[config.mk]
export PLATFORM = sky130hd
export DESIGN_NAME = regfile_write_arbiter_flat
export DESIGN_NICKNAME = d
export VERILOG_FILES = /design/src/rtl/regfile_write_arbiter_if.sv /design/src/rtl/regfile_write_arbiter.sv /design/src/flat_wrapper.sv
export SDC_FILE = /design/constraint.sdc
export NUM_CORES = 1
export LEC_CHECK = 0
export CAP_MARGIN = 0
export CORE_ASPECT_RATIO = 0.75
export CORE_MARGIN = 2
export CORE_UTILIZATION = 39
export CTS_CLUSTER_SIZE = 16
export DETAILED_ROUTE_END_ITERATION = 16
export PLACE_DENSITY = 0.8
export SLEW_MARGIN = 10
export SYNTH_ARGS = -nofsm -noshare
export SYNTH_HDL_FRONTEND = slang
export SYNTH_SLANG_ARGS = --single-unit
[constraint.sdc]
create_clock -name clk -period 2.57 [get_ports clk]
set_clock_uncertainty 0.1 [all_clocks]
set_input_delay 0.771 -clock clk [delete_from_list [all_inputs] [get_ports clk]]
set_output_delay 0.771 -clock clk [all_outputs]
set_load 0.005 [all_outputs]
[src/rtl/regfile_write_arbiter_if.sv]
// Bundles the two writeback requesters, the register-file write port and the
// arbiter status outputs between the requester side (master) and the arbiter (slave).
interface regfile_write_arbiter_if #(
   parameter int DATA_W = 16,
   parameter int ADDR_W = 3,
   parameter int CNT_W  = 8
);
   logic              hold;
   logic              req0_valid;
   logic [ADDR_W-1:0] req0_addr;
   logic [DATA_W-1:0] req0_data;
   logic              req0_ready;
   logic              req1_valid;
   logic [ADDR_W-1:0] req1_addr;
   logic [DATA_W-1:0] req1_data;
   logic              req1_ready;
   logic [ADDR_W-1:0] rf_rd;
   logic [DATA_W-1:0] rf_wd;
   logic              rf_we;
   logic              last_grant;
   logic [CNT_W-1:0]  conflict_cnt;

   modport master (
      output hold, req0_valid, req0_addr, req0_data, req1_valid, req1_addr, req1_data,
      input  req0_ready, req1_ready, rf_rd, rf_wd, rf_we, last_grant, conflict_cnt
   );

   modport slave (
      input  hold, req0_valid, req0_addr, req0_data, req1_valid, req1_addr, req1_data,
      output req0_ready, req1_ready, rf_rd, rf_wd, rf_we, last_grant, conflict_cnt
   );
endinterface

[src/rtl/regfile_write_arbiter.sv]
// Round-robin arbiter sharing the register file write port between the ALU and
// load writeback paths; registered RD/WD/we, r0 write suppression, conflict counter.
module regfile_write_arbiter #(
   parameter int DATA_W = 16,
   parameter int ADDR_W = 3,
   parameter int CNT_W  = 8
) (
   input logic                   clk,
   input logic                   reset,
   regfile_write_arbiter_if.slave bus
);
   localparam logic [CNT_W-1:0] CNT_MAX = {CNT_W{1'b1}};

   logic              grant0, grant1, grant_any, contested;
   logic [ADDR_W-1:0] sel_addr;
   logic [DATA_W-1:0] sel_data;

   logic [ADDR_W-1:0] rd_q;
   logic [DATA_W-1:0] wd_q;
   logic              we_q;
   logic              last_q;
   logic [CNT_W-1:0]  cnt_q;

   // last_q==1 means req1 won last, so req0 wins a contest; readies are forced low in reset
   always_comb begin
      contested = bus.req0_valid && bus.req1_valid && !bus.hold;
      grant0    = 1'b0;
      grant1    = 1'b0;
      if (!reset && !bus.hold) begin
         if (bus.req0_valid && bus.req1_valid) begin
            grant0 = last_q;
            grant1 = !last_q;
         end else begin
            grant0 = bus.req0_valid;
            grant1 = bus.req1_valid;
         end
      end
      grant_any = grant0 || grant1;
      sel_addr  = grant1 ? bus.req1_addr : bus.req0_addr;
      sel_data  = grant1 ? bus.req1_data : bus.req0_data;
   end

   always_ff @(posedge clk or posedge reset) begin
      if (reset) begin
         rd_q   <= '0;
         wd_q   <= '0;
         we_q   <= 1'b0;
         last_q <= 1'b1;
         cnt_q  <= '0;
      end else begin
         we_q <= 1'b0;
         if (grant_any) begin
            rd_q   <= sel_addr;
            wd_q   <= sel_data;
            // register 0 is hardwired; the handshake still completes
            we_q   <= (sel_addr != '0);
            last_q <= grant1;
         end
         if (contested && cnt_q != CNT_MAX)
            cnt_q <= cnt_q + 1'b1;
      end
   end

   assign bus.req0_ready   = grant0;
   assign bus.req1_ready   = grant1;
   assign bus.rf_rd        = rd_q;
   assign bus.rf_wd        = wd_q;
   assign bus.rf_we        = we_q;
   assign bus.last_grant   = last_q;
   assign bus.conflict_cnt = cnt_q;
endmodule
[src/flat_wrapper.sv]
// flat-port wrapper written by rule: the top's interface ports become plain ports
module regfile_write_arbiter_flat 
#(
   parameter int DATA_W = 16,
   parameter int ADDR_W = 3,
   parameter int CNT_W  = 8
)
  (clk, reset, bus_hold, bus_req0_valid, bus_req0_addr, bus_req0_data, bus_req1_valid, bus_req1_addr, bus_req1_data, bus_req0_ready, bus_req1_ready, bus_rf_rd, bus_rf_wd, bus_rf_we, bus_last_grant, bus_conflict_cnt);
  regfile_write_arbiter_if #(.DATA_W(DATA_W), .ADDR_W(ADDR_W), .CNT_W(CNT_W)) bus_i ();
  input logic clk;
  input logic reset;
  input wire logic [$bits(bus_i.hold)-1:0] bus_hold;
  input wire logic [$bits(bus_i.req0_valid)-1:0] bus_req0_valid;
  input wire logic [$bits(bus_i.req0_addr)-1:0] bus_req0_addr;
  input wire logic [$bits(bus_i.req0_data)-1:0] bus_req0_data;
  input wire logic [$bits(bus_i.req1_valid)-1:0] bus_req1_valid;
  input wire logic [$bits(bus_i.req1_addr)-1:0] bus_req1_addr;
  input wire logic [$bits(bus_i.req1_data)-1:0] bus_req1_data;
  output wire logic [$bits(bus_i.req0_ready)-1:0] bus_req0_ready;
  output wire logic [$bits(bus_i.req1_ready)-1:0] bus_req1_ready;
  output wire logic [$bits(bus_i.rf_rd)-1:0] bus_rf_rd;
  output wire logic [$bits(bus_i.rf_wd)-1:0] bus_rf_wd;
  output wire logic [$bits(bus_i.rf_we)-1:0] bus_rf_we;
  output wire logic [$bits(bus_i.last_grant)-1:0] bus_last_grant;
  output wire logic [$bits(bus_i.conflict_cnt)-1:0] bus_conflict_cnt;
  assign bus_i.hold = bus_hold;
  assign bus_i.req0_valid = bus_req0_valid;
  assign bus_i.req0_addr = bus_req0_addr;
  assign bus_i.req0_data = bus_req0_data;
  assign bus_i.req1_valid = bus_req1_valid;
  assign bus_i.req1_addr = bus_req1_addr;
  assign bus_i.req1_data = bus_req1_data;
  assign bus_req0_ready = bus_i.req0_ready;
  assign bus_req1_ready = bus_i.req1_ready;
  assign bus_rf_rd = bus_i.rf_rd;
  assign bus_rf_wd = bus_i.rf_wd;
  assign bus_rf_we = bus_i.rf_we;
  assign bus_last_grant = bus_i.last_grant;
  assign bus_conflict_cnt = bus_i.conflict_cnt;
  regfile_write_arbiter #(.DATA_W(DATA_W), .ADDR_W(ADDR_W), .CNT_W(CNT_W)) u_core (.clk(clk), .reset(reset), .bus(bus_i));
endmodule
# Word-level counts from Yosys, hierarchy flattened
# Cells that the tools add are included.
# classes
n_addsub	1
n_eq_ne	1
muxes	7
n_reduce_logical	9
# ops
operator	n
2-to-1 mux 16 bit	1
adder 8 x 1 -> 8 bit, second input constant	1
!= test 8 bit, second input constant	1
2-to-1 mux 1 bit	5
logical AND 1 bit	4
logical NOT 1 bit	3
2-to-1 mux 3 bit	1
nonzero test 3 bit	1
logical OR 1 bit	1
# totals
register_bits	29
wordCells	23

# Depth between registers and ports, before layout
# depth
ltp_word	6
ltp_mapped	5
ltp_nobuf	4

# Worst setup path before layout
# Ideal clock, no wire load.
# synth_timing
path_kind	input port to output port
startpoint	input reset
endpoint	output bus_req1_ready
arrival_ns	1.641
required_ns	1.699
path_slack_ns	0.058
cell_stages	4
n_path_buf	1
cell_sequence	or3b_4 -> or2_4 -> clkinv_4 -> buf_6
# synth_via
elab_chain_cells	3
# synth_rtl
item	line_no	rtl
start, declared	flat_wrapper.sv:11	input logic reset;
logical NOT 1 bit	regfile_write_arbiter.sv:29	if (!reset && !bus.hold) begin
logical AND 1 bit	regfile_write_arbiter.sv:29	
2-to-1 mux 1 bit	regfile_write_arbiter.sv:29	
end, declared	flat_wrapper.sv:20	output wire logic [$bits(bus_i.req1_ready)-1:0] bus_req1_ready;
# Every way passes these cells.

# Worst setup path after layout
# layout_timing
startpoint	input bus_hold
endpoint	output bus_req1_ready
# layout_via
elab_chain_cells	3
# layout_rtl
item	line_no	rtl
start, declared	flat_wrapper.sv:12	input wire logic [$bits(bus_i.hold)-1:0] bus_hold;
logical NOT 1 bit	regfile_write_arbiter.sv:29	
logical AND 1 bit	regfile_write_arbiter.sv:29	
2-to-1 mux 1 bit	regfile_write_arbiter.sv:29	
# Every way passes these cells.

==> impl_metrics.toml <==
[sta]
fin_crit_ps = 2530
setup_viol = 0
max_slew_margin = 0.732
tns_ps = 0
grt_setup_unrepaired = "no"
slew_violations = 0
timing.final.crit_share = 0.985
setup_ws_ps = 38.9
worstMarginPinSlew_ps = 398
hold_viol = 0
max_freq_mhz = 395

[detailed_routing]
drt_wl_total_um = 4630
post_drt_wl_per_cell_um = 18.0
dr.pass1.iters = 4
vias_per_cell = 5.74
vias = 1475
ant_nets = 0
first_iter_violations = 83
drc_errors = 0

[yosys]
synth_seq_cells = 29
syn_area_um2 = 1400
synth_area_leaders = "dfrtp_1 50%, a221o_1 11%, and3_1 7.6%, mux2_2 3.2%, nand3_1 2.1%"
synth_edf_count = 0
synth_top_area_cell = "dfrtp_1"
ys_types = 34
synth_top_area_frac = 0.500
yosysWarnings = 0
synth_ff_type = "dfrtp_1"
async_flop_share = 1.00
syn_nets = 168
syn_inst = 124
seq_area_frac_synth = 0.519
avgSynthCellArea_um2 = 11.3

[final_layout]
nets = 260
layout_common_cells = "67 x clkdlybuf4s50_1, 28 x dfrtp_1, 17 x and3_1"
design_area_um2 = 2390
area_delta_synth_final_pct = 70.9
antennaDiodeCount = 0
final_common_cell = "clkdlybuf4s50_1"
drive_above_1_share = 0.189
instances_no_fill = 257

[pwr]
ir_worst_vdd_mv = 0.491
cellLeakagePower_uw = 0.00105
power_per_cell_area_nw_per_um2 = 701

[worst_setup_path]
cp_max_fo = 3
r2r_setup_slack_ps = 780
reg2reg_to = "u_core.bus.rf_wd[12]"
r2r_start = "u_core.bus.last_grant"
cp-end-kind = "primary output"
cp-start-kind = "primary input"
cp_data_arrival_time_ps = 1660
required_ps = 1700
cp-endpoint = "bus_req1_ready"
crit_start = "bus_hold"
criticalPathCategory = "primary input to primary output"
r2r_cells = 6

[cts]
clk_pin_slew_ps = 60
clock_latency_ps = 290
clk_path_buf_depth = 2
cts_tree = "yes"
htree_levels = 2
numCtsBuffers = 5
clock-root-buffer = "clkbuf_8"
clock_sinks = 29

[die]
die-area_um2 = 4090
initial_core_util = 0.418
ioPinCount = 74
design.core.area_um2 = 3360
fp.dieH_um = 55.9
die_x_um = 73.2
row_count = 18

[placed_design]
routabilityCongestion = 0.846
hpwl_um = 3370
dpl_worst_slack_ps = -747
io_buffers = 73
placed_area_um2 = 2260
post-place-cells = 247

[min_path]
hp-class = "primary input to async pin"

[global_routing]
grt_util_all_layers = 0.240
grt_max_degree = 28
grt_pass1_wl_um = 7390
gr-total-overflow = 0
antenna_found_initial = 0
grt_pass1_vias = 1540

[run_status]
status = "finished clean"

[job]
max_cap_violations = 0
## worst max-delay path, stage by stage
cell and delay [ps]:
buf_2 110, or3b_4 390, or2_4 250, clkinv_4 50, buf_6 80
## logic make-up after synthesis
logic type	after synthesis	synth area share
flops	29	0.519
fa+ha+maj	1	0.00893
buf+inv	7	0.0277
compound gates	30	0.178
mux	4	0.0321
simple gates	50	0.216
xor+xnor	3	0.0188
## power breakdown
| part | internal, uW | switching [uW] | total [uW] |
|---|---|---|---|
| logic | 348 | 178 | 526 |
| clock network | 316 | 177 | 493 |
| registers | 563 | 98.3 | 661 |
| total | 1230 | 453 | 1680 |
## through the flow
| step | hold slack [ps] | power (uW) | util |
|---|---|---|---|
| after floorplan | 388 | 826 | - |
| after global placement | 397 | 1170 | 0.675 |
| after detailed placement | 394 | 1190 | 0.675 |
| after CTS | 385 | 1690 | 0.715 |
| after global routing | 408 | 1770 | 0.714 |
| final | 395 | 1680 | 0.714 |
## per-layer routing
metal  share of wire  wire, um  GRT usage
met1            0.41      1880      0.306
met2            0.50      2310      0.381
met3           0.076       351     0.0507
met4           0.019        87      0.122
met5               0         0          0
## how the worst min path moves through the flow
stage,end,slack (ps),cells past startpoint
after global routing,u_core.bus.conflict_cnt[1],410,3
after global placement,u_core.bus.rf_wd[8],400,1
after floorplan,u_core.bus.last_grant,390,2
after CTS,u_core.bus.conflict_cnt[1],390,3
after detailed placement,u_core.bus.rf_wd[6],390,1
final,u_core.bus.conflict_cnt[1],390,3
## registers in the layout, indices dropped and copies added, names as in the netlist
register	count
u_core.bus.rf_wd	16
u_core.bus.rf_we	1
u_core.bus.rf_rd	3
u_core.bus.last_grant	1
u_core.bus.conflict_cnt	8
## final cells by class
type                    instances  area, um2
clock inverters                 1       30.0
repair buffers                 89        837
flip-flops and latches         29        727
fillers                       249        961
well taps                      40       50.0
clock buffers                   7       86.3
inverters                       3       16.3
multi-input cells              88        648
## cell usage after synthesis (all sizes together) (2+ instances only)
cell type	count
nand3	6
nand2	5
o21ai	7
mux2	4
xnor2	3
nor2	2
a31oi	3
or3b	2
inv	2
clkbuf	3
and3	17
nand2b	2
a221o	16
nand4	2
nor3	6
dfrtp	28
## what timing repair did
action                                  CTS  global route
pin swaps                                 3             1
resized for setup                        27             1
gates cloned                              0             0
endpoints found under the setup margin    2             1
buffers inserted                          2             0
hold buffers                              0             0
No activity file was read; power rests on OpenSTA's default activity.
